## config.mk

```make
export PLATFORM = sky130hd
export DESIGN_NAME = data_mem_arbiter
export DESIGN_NICKNAME = d
export VERILOG_FILES = /design/src/rtl/data_mem_arbiter.sv
export SDC_FILE = /design/constraint.sdc
export NUM_CORES = 1
export LEC_CHECK = 0
export ABC_AREA = 1
export CORE_ASPECT_RATIO = 1.5
export CORE_MARGIN = 2
export CORE_UTILIZATION = 44
export DETAILED_ROUTE_END_ITERATION = 7
export PLACE_DENSITY = 0.87
export SYNTH_ARGS = -nofsm -noshare
export SYNTH_HDL_FRONTEND = slang
export SYNTH_SLANG_ARGS = --single-unit
```

## constraint.sdc

```tcl
create_clock -name clk -period 12 [get_ports clk]
set_clock_uncertainty 0.15 [all_clocks]
set_input_delay 1.2 -clock clk [delete_from_list [all_inputs] [get_ports clk]]
set_output_delay 1.2 -clock clk [all_outputs]
set_load 0.005 [all_outputs]
```

## src/rtl/data_mem_arbiter.sv

```systemverilog
// ----------------------------------------------------------------------------
// data_mem_arbiter
//
// Two-requester round-robin arbiter in front of a single-port data memory.
// One access is handled at a time in three steps:
//   IDLE   : pick a winner, pulse its gnt (combinational), latch its command
//   ACCESS : drive one read or write strobe to the memory (valid accesses only)
//   DONE   : pulse the owner's done, with err set for an invalid address
// This gives one access every three cycles at most.
//
// Ports
//   clk, reset                 : clock, asynchronous active-high reset
//   rN_req/we/addr/wdata       : requester N command, held until rN_gnt
//   rN_gnt                     : one-cycle accept pulse (combinational in IDLE)
//   rN_done/rN_err             : one-cycle completion pulse / error flag
//   rN_rdata                   : last read result for requester N
//   mem_read/mem_write         : memory strobes, high only during ACCESS
//   mem_address/mem_write_data : memory command, zero outside ACCESS
//   mem_read_data              : combinational read data from the memory
// ----------------------------------------------------------------------------
module data_mem_arbiter #(
  parameter int DATA_W = 32,
  parameter int ADDR_W = 32,
  parameter int DEPTH  = 128
) (
  input  logic              clk,
  input  logic              reset,
  input  logic              r0_req,
  input  logic              r0_we,
  input  logic [ADDR_W-1:0] r0_addr,
  input  logic [DATA_W-1:0] r0_wdata,
  output logic              r0_gnt,
  output logic              r0_done,
  output logic              r0_err,
  output logic [DATA_W-1:0] r0_rdata,
  input  logic              r1_req,
  input  logic              r1_we,
  input  logic [ADDR_W-1:0] r1_addr,
  input  logic [DATA_W-1:0] r1_wdata,
  output logic              r1_gnt,
  output logic              r1_done,
  output logic              r1_err,
  output logic [DATA_W-1:0] r1_rdata,
  output logic              mem_read,
  output logic              mem_write,
  output logic [ADDR_W-1:0] mem_address,
  output logic [DATA_W-1:0] mem_write_data,
  input  logic [DATA_W-1:0] mem_read_data
);

  typedef enum logic [1:0] {
    IDLE   = 2'd0,
    ACCESS = 2'd1,
    DONE   = 2'd2
  } state_t;

  // One past the last valid byte address; one extra bit so the compare
  // cannot wrap when 4*DEPTH reaches 2**ADDR_W.
  localparam logic [ADDR_W:0] ADDR_LIMIT = (ADDR_W+1)'(DEPTH * 32'd4);

  // Word-aligned and inside the memory.
  function automatic logic addr_ok(input logic [ADDR_W-1:0] a);
    return (a[1:0] == 2'b00) && ({1'b0, a} < ADDR_LIMIT);
  endfunction

  state_t            state_r;
  logic              last_r;      // requester served most recently
  logic              owner_r;     // requester owning the current access
  logic              valid_r;     // current access has a legal address
  logic              mem_read_r;
  logic              mem_write_r;
  logic [ADDR_W-1:0] mem_address_r;
  logic [DATA_W-1:0] mem_write_data_r;
  logic              r0_done_r;
  logic              r1_done_r;
  logic              r0_err_r;
  logic              r1_err_r;
  logic [DATA_W-1:0] r0_rdata_r;
  logic [DATA_W-1:0] r1_rdata_r;

  logic              gnt_any_s;
  logic              win_s;
  logic              win_we_s;
  logic              win_valid_s;
  logic [ADDR_W-1:0] win_addr_s;
  logic [DATA_W-1:0] win_wdata_s;

  // Round-robin winner selection and command mux for the IDLE grant.
  always_comb begin
    gnt_any_s   = 1'b0;
    win_s       = 1'b0;
    win_we_s    = 1'b0;
    win_addr_s  = '0;
    win_wdata_s = '0;
    win_valid_s = 1'b0;
    // reset is folded in so gnt is forced low while reset is held
    gnt_any_s = (state_r == IDLE) && !reset && (r0_req || r1_req);
    if (r0_req && r1_req) begin
      win_s = ~last_r;
    end else if (r1_req) begin
      win_s = 1'b1;
    end else begin
      win_s = 1'b0;
    end
    if (win_s) begin
      win_we_s    = r1_we;
      win_addr_s  = r1_addr;
      win_wdata_s = r1_wdata;
    end else begin
      win_we_s    = r0_we;
      win_addr_s  = r0_addr;
      win_wdata_s = r0_wdata;
    end
    win_valid_s = addr_ok(win_addr_s);
  end

  // Access sequencer: state, arbitration pointer and all registered outputs.
  always_ff @(posedge clk or posedge reset) begin
    if (reset) begin
      state_r          <= IDLE;
      last_r           <= 1'b1;
      owner_r          <= 1'b0;
      valid_r          <= 1'b0;
      mem_read_r       <= 1'b0;
      mem_write_r      <= 1'b0;
      mem_address_r    <= '0;
      mem_write_data_r <= '0;
      r0_done_r        <= 1'b0;
      r1_done_r        <= 1'b0;
      r0_err_r         <= 1'b0;
      r1_err_r         <= 1'b0;
      r0_rdata_r       <= '0;
      r1_rdata_r       <= '0;
    end else begin
      case (state_r)
        IDLE: begin
          if (gnt_any_s) begin
            state_r          <= ACCESS;
            last_r           <= win_s;
            owner_r          <= win_s;
            valid_r          <= win_valid_s;
            mem_address_r    <= win_addr_s;
            mem_write_data_r <= win_wdata_s;
            // invalid addresses never reach the memory
            mem_write_r      <= win_valid_s && win_we_s;
            mem_read_r       <= win_valid_s && !win_we_s;
          end else begin
            state_r <= IDLE;
          end
        end
        ACCESS: begin
          state_r          <= DONE;
          mem_read_r       <= 1'b0;
          mem_write_r      <= 1'b0;
          mem_address_r    <= '0;
          mem_write_data_r <= '0;
          // read data is captured while the address is still on the bus
          if (!valid_r) begin
            if (owner_r) begin
              r1_rdata_r <= '0;
            end else begin
              r0_rdata_r <= '0;
            end
          end else if (mem_read_r) begin
            if (owner_r) begin
              r1_rdata_r <= mem_read_data;
            end else begin
              r0_rdata_r <= mem_read_data;
            end
          end else begin
            r0_rdata_r <= r0_rdata_r;
          end
          r0_done_r <= !owner_r;
          r1_done_r <= owner_r;
          r0_err_r  <= !owner_r && !valid_r;
          r1_err_r  <= owner_r && !valid_r;
        end
        DONE: begin
          state_r   <= IDLE;
          r0_done_r <= 1'b0;
          r1_done_r <= 1'b0;
          r0_err_r  <= 1'b0;
          r1_err_r  <= 1'b0;
        end
        default: begin
          state_r          <= IDLE;
          mem_read_r       <= 1'b0;
          mem_write_r      <= 1'b0;
          mem_address_r    <= '0;
          mem_write_data_r <= '0;
          r0_done_r        <= 1'b0;
          r1_done_r        <= 1'b0;
          r0_err_r         <= 1'b0;
          r1_err_r         <= 1'b0;
        end
      endcase
    end
  end

  assign r0_gnt         = gnt_any_s && !win_s;
  assign r1_gnt         = gnt_any_s && win_s;
  assign r0_done        = r0_done_r;
  assign r1_done        = r1_done_r;
  assign r0_err         = r0_err_r;
  assign r1_err         = r1_err_r;
  assign r0_rdata       = r0_rdata_r;
  assign r1_rdata       = r1_rdata_r;
  assign mem_read       = mem_read_r;
  assign mem_write      = mem_write_r;
  assign mem_address    = mem_address_r;
  assign mem_write_data = mem_write_data_r;

endmodule
```

==> results of run 1 <==
[through the flow]
stage                     power [uW]  area (um^2)  hold WS [ns]
after CTS                       1790         9990         0.333
after global placement          1170         9330         0.312
final                           1780         9990         0.331
after global routing            1870         9990         0.350
after floorplan                  858         6270         0.292
after detailed placement        1190         9330         0.318
[layout by cell type, fill, tap and decap left out, drive strengths merged]
cell and instances:
o21ai 85, clkbuf 18, a22oi 2, dfrtp 138
clkinvlp 1, clkinv 2, a22o 11, a21oi 32
nor3 1, bufinv 5, dfstp 1, o31ai 34
nand3 13, clkdlybuf4s50 301, nand2 210, nand3b 13
inv 29, buf 7, or2 2, nor2 85
[registers in the layout, summed over array words and instances (netlist names)]
| register | cells |
|---|---|
| r1_err | 1 |
| r0_rdata | 32 |
| mem_write_data | 32 |
| last_r | 1 |
| r0_err | 1 |
| owner_r | 1 |
| r1_rdata | 32 |
| r1_done | 1 |
| mem_address | 32 |
| r0_done | 1 |
| mem_write | 1 |
| mem_read | 1 |
| valid_r | 1 |
| state_r | 2 |
[layer usage]
metal | wire, um | share of wire | track usage | up-vias
met4 | 954 | 0.050 | 0.136 | 0
met2 | 10100 | 0.53 | 0.440 | 260
li1 | - | - | - | 2862
met1 | 6870 | 0.36 | 0.288 | 2802
met3 | 1250 | 0.065 | 0.0664 | 64
met5 | 0 | 0 | 0 | -
[how the worst min path moves through the flow]
stage / from / to / slack, ns / cells past startpoint
3_3_place_gp: r1_done / r1_done / 0.31 / 2
6_report: r1_done / r1_done / 0.33 / 2
2_1_floorplan: last_r / last_r / 0.29 / 2
5_1_grt: mem_address[4] / mem_address[4] / 0.35 / 2
4_1_cts: r1_done / r1_done / 0.33 / 2
3_5_place_dp: r1_done / r1_done / 0.32 / 2
[cell usage after synthesis, drive strengths merged]
cell type	instances
or2	2
o21ai	85
nand3b	13
nand2	210
a22oi	2
nand3	13
nor2	85
o31ai	34
clkbuf	12
nor3	1
inv	23
dfstp	1
dfrtp	138
buf	35
a22o	11
a21oi	32
[critical path, cell delays in order]
cell	delay, ns
clkdlybuf4s50_1	0.95
nor2_1	0.18
nor3_4	0.63
nand2_1	0.17
inv_1	0.24
clkdlybuf4s50_1	0.56
[cell type report]
cell class	count	area, um^2	area share
clock buffers	18	439	0.0439
multi-input cells	488	2450	0.245
clock inverters	14	230	0.0230
inverters	23	91.3	0.00914
repair buffers	308	3070	0.307
well taps	192	240	0.0240
flip-flops and latches	139	3480	0.348
[logic make-up after synthesis]
kind of cell | Yosys count
compound gates | 164
buf+inv | 70
flops | 139
simple gates | 324
[report_power, final]
group	switching, uW	internal (uW)
logic	224	312
clock network	212	380
registers	65.1	583
total	501	1280
==> run metrics, run 1 <==
total global routing overflow=0; Hold Violations, Final=0; Ant. Diodes=0; Compound-Gate Fraction of Synth Area=0.179; die area=15,200 um^2; leak pwr=0.00433 uW; Total Routed Length=19.2 mm; Tcrit/Tclk final=0.439; Synth Area in Simple Gates=0.212; Mapped Avg Cell Area=8.99 um^2; Final Setup Violations=0; Synth Area in XOR/XNOR=0; Critical Path Source=r1_req; max cap viols=0; CP Max Fanout=21; vias in the first global route=6,094; Ports=302; post-place setup slack=6.72 ns; path depth of the worst reg2reg path=11; setup TNS=0 ns; CTS-repair resized insts=0; final setup margin=6.73 ns; clock latency on the worst-skew pair=0.40 ns; routed length per instance=16.2 um; Startpoint Class=input pin; area delta synth->final=59.4%; FP Rows=53; YS warnings=0; CTS Buffer Depth=2; Die H=150 um; multiplexer area fraction after synthesis=0; largest net degree at the start of global routing=101; Hold WC Path Type=flip-flop to flip-flop; CP endpoint=r1_gnt; Post-CTS Setup Repair Bufs=0; sequential fraction of the synthesis area=0.555; Seq cells post-synth=139; Layout Nets=1,143; unrepaired setup endpoints after global routing=no; fill cell count=1,026; max frequency=190 MHz; Starting Density=0.448; DRC viols=0; first-pass GRT wire length=30.4 mm; measured slew at the worst slew-check pin=1.17 ns; top cells by area, synth=dfrtp_1 (55%), nand2_1 (13%), o31ai_2 (6.8%); GRT Total Usage=0.256; CTS Hold Buffers Added=0; min cycle time layout=5.27 ns; initial antenna violation count=0; CTS tree=done; Detailed Routing Iterations Pass 1=5; status=complete, no violations; via count=5,988; die width=101 um; Worst Setup End Kind=output pin; final core area utilization=0.714; H-tree depth=4; Post-Synth Adder-Cell Area=0; Yosys top cell by area=dfrtp_1; final std cells w/o fill=1,182; post-DP HPWL=13.5 mm; dpl cells=1,150; worst path required time=10.65 ns; CTS clk-pin slew, worst paths=0.05 ns; worst r2r src=last_r; post-synthesis cell count=697; combinational family with the most area after synthesis=simple AND/OR/NAND/NOR gates; data arrival time of the worst path=3.92 ns; root buf cell=clkbuf_16; Core Region=14,000 um^2; Worst VDD drop=0.103 mV; Yosys top cell area share=0.551; Worst slew margin=0.218; Cell variety after synth=25; CTS Buf Count=17; initial DRC count=222; post-synthesis cell area=6270 um^2; layout cells sized above 1=0.0869; port bufs=301; final slew viol count=0; FF-to-FF End=valid_r; routability congestion estimate=0.882; clk sinks=139; Mapped Nets=863; drt via density=5.07; WS Path Type=input pin to output pin; R2R setup slack=9.25 ns; pwr/cell area=178 nW/um^2; DRT antenna net count=0
(Power assumes the default switching activity.)
==> run 2, diff against run 1 <==
- CORE_UTILIZATION: 44 -> 37
- PLACE_DENSITY: 0.87 -> 0.78
- clock period: 12 -> 4.4 ns (I/O delays scaled with it)
==> run 2 against run 1 <==
Against the previous run: flip-flop and latch count did not move; count of clock-buffer cells in the layout fell by 1; worst setup slack got worse by 5.3 ns; clock power rose by 140%; total power rose to 2.6 times the previous value; critical path depth rose by 1; final cell count rose by 1.9%.
==> run metrics, run 2 (synthesized netlist as in run 1, its figures left out) <==
CTS clk-pin slew, worst paths=0.06 ns; pwr/cell area=464 nW/um^2; measured slew at the worst slew-check pin=1.06 ns; CP Cell Sequence=clkdlybuf4s50_1 > buf_4 > nand2_2 > buf_4 > nand2_1 > inv_1 > clkdlybuf4s50_1; routability congestion estimate=0.891; Hold WC Path Type=flip-flop to flip-flop; Ports=302; clk sinks=139; via count=5,877; CTS Buffer Depth=2; Hold Violations, Final=0; H-tree depth=4; Final Setup Violations=0; CP Max Fanout=38; fill cell count=1,481; FP Rows=58; CTS Hold Buffers Added=0; clock latency on the worst-skew pair=0.40 ns; Worst VDD drop=0.292 mV; Final Total Pwr=4630 uW; Ant. Diodes=0; DP Area=9400 um^2; worst path required time=3.81 ns; initial DRC count=332; total global routing overflow=0; GRT Total Usage=0.214; CP max-delay cell=clkdlybuf4s50_1; port bufs=301; initial antenna violation count=0; Detailed Routing Iterations Pass 1=4; largest net degree at the start of global routing=92; DRC viols=0; DRT antenna net count=0; status=complete, no violations; area of the multi-input gates=2450 um^2; max frequency=335 MHz; data arrival time of the worst path=2.39 ns; Worst Setup End Kind=output pin; register area=3480 um^2; min cycle time layout=2.98 ns; Die H=163 um; Total Routed Length=19.2 mm; root buf cell=clkbuf_16; final std cells w/o fill=1,205; unrepaired setup endpoints after global routing=no; leak pwr=0.00432 uW; setup TNS=0 ns; die width=110 um; global-route track usage on met3=0.0447; CTS tree=done; final instance area=9970 um^2; CP peak stage delay=0.57 ns; post-DP HPWL=14.0 mm; Post-CTS Setup Repair Bufs=0; Worst slew margin=0.290; Tcrit/Tclk final=0.678; most common cell after layout, fill and taps aside=clkdlybuf4s50_1; drt via density=4.88; Core Region=16,700 um^2; CTS-repair resized insts=0; first-pass GRT wire length=29.7 mm; final slew viol count=0; met2 usage=0.366; WS Path Type=input pin to output pin; vias in the first global route=5,723; M1 GR Usage=0.254; die area=18,000 um^2; CTS Buf Count=17; final core area utilization=0.598; Layout Nets=1,148; dpl cells=1,173; max cap viols=0; routed length per instance=16.0 um; most crowded layer after global routing=met2; area delta synth->final=59.1%; Startpoint Class=input pin; most frequent cells in the layout=clkdlybuf4s50_1 (301), nand2_1 (209), dfrtp_1 (138); layout cells sized above 1=0.0915; Starting Density=0.376
run 2: cell count changes in the layout (fill, tap and decap cells not counted), moves of 2 or more:
cell       delta
clkinv_2      +2
buf_4         +4
inv_8         +2
bufinv_16     -4
clkinv_4      -2
inv_6         +2
run 2: per-stage QoR:
stage          worst slack (ns)  hold WS [ns]
2_1_floorplan            0.0871         0.292
3_3_place_gp               1.44         0.313
3_5_place_dp               1.41         0.317
4_1_cts                    1.41         0.333
5_1_grt                    1.31         0.350
6_report                   1.42         0.330
run 2: worst max-delay path: cells and delay by family:
| kind | cells | cell delay (ns) |
|---|---|---|
| and+or+nand+nor | 2 | 0.20 |
| buffers and inverters | 5 | 1.74 |
run 2: final timing paths:
path,depth (start not counted),slack (ns),end,from
worst max register to register,8,2.28,mem_write_data[10],state_r[0]
max in group asynchronous,3,2.64,mem_write_data[15],reset
worst min-delay path,2,0.33,r0_done,r0_done
worst min register to register,2,0.33,r0_done,r0_done
min in group asynchronous,2,0.50,owner_r,reset
worst max-delay path,7,1.42,r0_gnt,r1_req
run 2: report_power, final:
part / internal [uW] / leakage, uW / switching (uW)
Sequential: 1590 / 0.00178 / 173
Clock: 801 / 0.000282 / 599
Combinational: 859 / 0.00226 / 606
run 2: routing by layer:
metal / share of wire / vias to the layer above
li1: - / 2858
met1: 0.39 / 2776
met2: 0.51 / 200
met3: 0.054 / 43
met4: 0.038 / 0
met5: 0 / -
run 2: area by class of cell:
| cell class | instances | area share |
|---|---|---|
| flip-flops and latches | 139 | 0.349 |
| repair buffers | 313 | 0.312 |
| multi-input cells | 488 | 0.246 |
| clock buffers | 17 | 0.0427 |
| well taps | 210 | 0.0263 |
| clock inverters | 15 | 0.0151 |
| inverters | 23 | 0.00916 |
==> run 3, diff against run 2 <==
- CORE_UTILIZATION: 37 -> 41
- PLACE_DENSITY: 0.78 -> 0.82
- clock period: 4.4 -> 3.1 ns (I/O delays scaled with it)
==> run 3 against run 2 <==
Against the previous run: combinational power rose by 45%; die area down 9.5%; total power increased by 43%; critical path depth down 1; flip-flop and latch count stayed put; global-route usage rose by 3.0 points; register-to-register slack got worse by 1.2 ns; worst setup slack got worse by 1.0 ns; count of clock-buffer cells in the layout did not move; critical path type is now flip-flop to output pin; critical endpoint is now r1_gnt; largest power group unchanged.
==> run metrics, run 3 (synthesized netlist as in run 1, its figures left out) <==
status=complete, no violations; Hold Violations, Final=0; max cap viols=0; path depth of the worst reg2reg path=5; CP Max Fanout=8; Final Total Pwr=6610 uW; vias in the first global route=6,087; Worst Setup End Kind=output pin; FP Rows=55; Reg power frac=0.379; area delta synth->final=59.6%; Final Setup Violations=0; Worst VDD drop=0.375 mV; Die H=155 um; layout cells sized above 1=0.0942; first-pass GRT wire length=31.2 mm; GRT Total Usage=0.244; WS Path Type=flip-flop to output pin; Worst slew margin=0.290; CTS clk-pin slew, worst paths=0.06 ns; DRC viols=0; unrepaired setup endpoints after global routing=no; max frequency=370 MHz; hold depth=3; WL met3=1.06 mm; CTS Buf Count=17; worst r2r src=state_r[0]; dpl cells=1,165; leak pwr=0.00434 uW; Top Layer Used=met4; Ant. Diodes=0; clk sinks=139; FF-to-FF End=r0_rdata[2]; Post-CTS Setup Repair Bufs=0; Net Sw Frac=0.301; CTS-repair resized insts=0; root buf cell=clkbuf_16; Total Routed Length=19.8 mm; CTS tree=done; final slew viol count=0; worst path required time=2.64 ns; initial antenna violation count=0; port bufs=301; clock latency on the worst-skew pair=0.41 ns; die width=105 um; clock network fraction of total power=0.301; CTS Hold Buffers Added=0; Hold WC Path Type=input pin to flip-flop; hold slack=0.303 ns; largest net degree at the start of global routing=71; sw power=1990 uW; final core area utilization=0.667; most common cell after layout, fill and taps aside=clkdlybuf4s50_1; Core Region=15,000 um^2; min cycle time layout=2.70 ns; initial DRC count=270; Detailed Routing Iterations Pass 1=4; routed length per instance=16.6 um; data arrival time of the worst path=2.24 ns; post-DP HPWL=14.2 mm; pwr/cell area=660 nW/um^2; met2 routed WL=10.2 mm; die area=16,300 um^2; hold path endpoint=mem_write_data[1]; DRT antenna net count=0; hold path startpoint=r0_wdata[1]; via count=5,949; Starting Density=0.418; Metal-1 WL=7.73 mm; R2R setup slack=1.03 ns; most frequent cells in the layout=clkdlybuf4s50_1 (301), nand2_1 (209), dfrtp_1 (138); P_int=4620 uW; total global routing overflow=0; CTS Buffer Depth=2; Layout Nets=1,151; Ports=302; drt via density=4.97; routability congestion estimate=0.893; setup TNS=0 ns; H-tree depth=4; measured slew at the worst slew-check pin=1.07 ns; Tcrit/Tclk final=0.872; final std cells w/o fill=1,197; Startpoint Class=flip-flop; combinational share of power=0.320
run 3: changes by cell type in the layout (fill, tap and decap cells not counted), sizes merged:
cell | previous run | this run
buf | 12 | 15
clkinv | 2 | 3
inv | 33 | 31
clkinvlp | 2 | 3
run 3: critical path, stage by stage, from the launching register on:
cell and delay [ns]:
dfrtp_1 0.43, nor2_2 0.16, inv_2 0.06, nor3_4 0.26, nand2_1 0.14, inv_1 0.23, clkdlybuf4s50_1 0.55
run 3: layout make-up:
class	count	area, um^2
fill	1240	4990
sequential	139	3480
timing repair buffer	316	3160
multi-input combinational	488	2450
clock buffer	17	425
tap	199	249
clock inverter	15	151
inverter	23	90.1
run 3: through the flow:
stage / setup WS, ns / cell area, um^2
3_5_place_dp: 0.504 / 9430
5_1_grt: 0.215 / 10000
6_report: 0.396 / 10000
3_3_place_gp: 0.538 / 9430
2_1_floorplan: 0.906 / 6270
4_1_cts: 0.372 / 10000
run 3: metal layers:
metal | track usage | vias to the layer above
met4 | 0.118 | 0
met5 | 0 | -
met3 | 0.0578 | 54
li1 | - | 2885
met2 | 0.423 | 220
met1 | 0.282 | 2790
run 3: how the worst max path moves through the flow:
stage / from / end / slack [ns]
finish: state_r[0] / r1_gnt / 0.40
global placement: r1_req / r1_gnt / 0.54
global route: state_r[0] / r1_gnt / 0.21
detailed placement: r1_req / r1_gnt / 0.50
CTS: state_r[0] / r1_gnt / 0.37
floorplan: reset / mem_address[0] / 0.91
run 3: power groups by stage:
stage	clock network (uW)	registers [uW]	logic [uW]
finish	1990	2510	2110
CTS	2030	2510	2140
detailed placement	0	2530	2120
global placement	0	2510	2080
floorplan	0	2550	775
global route	2120	2560	2290
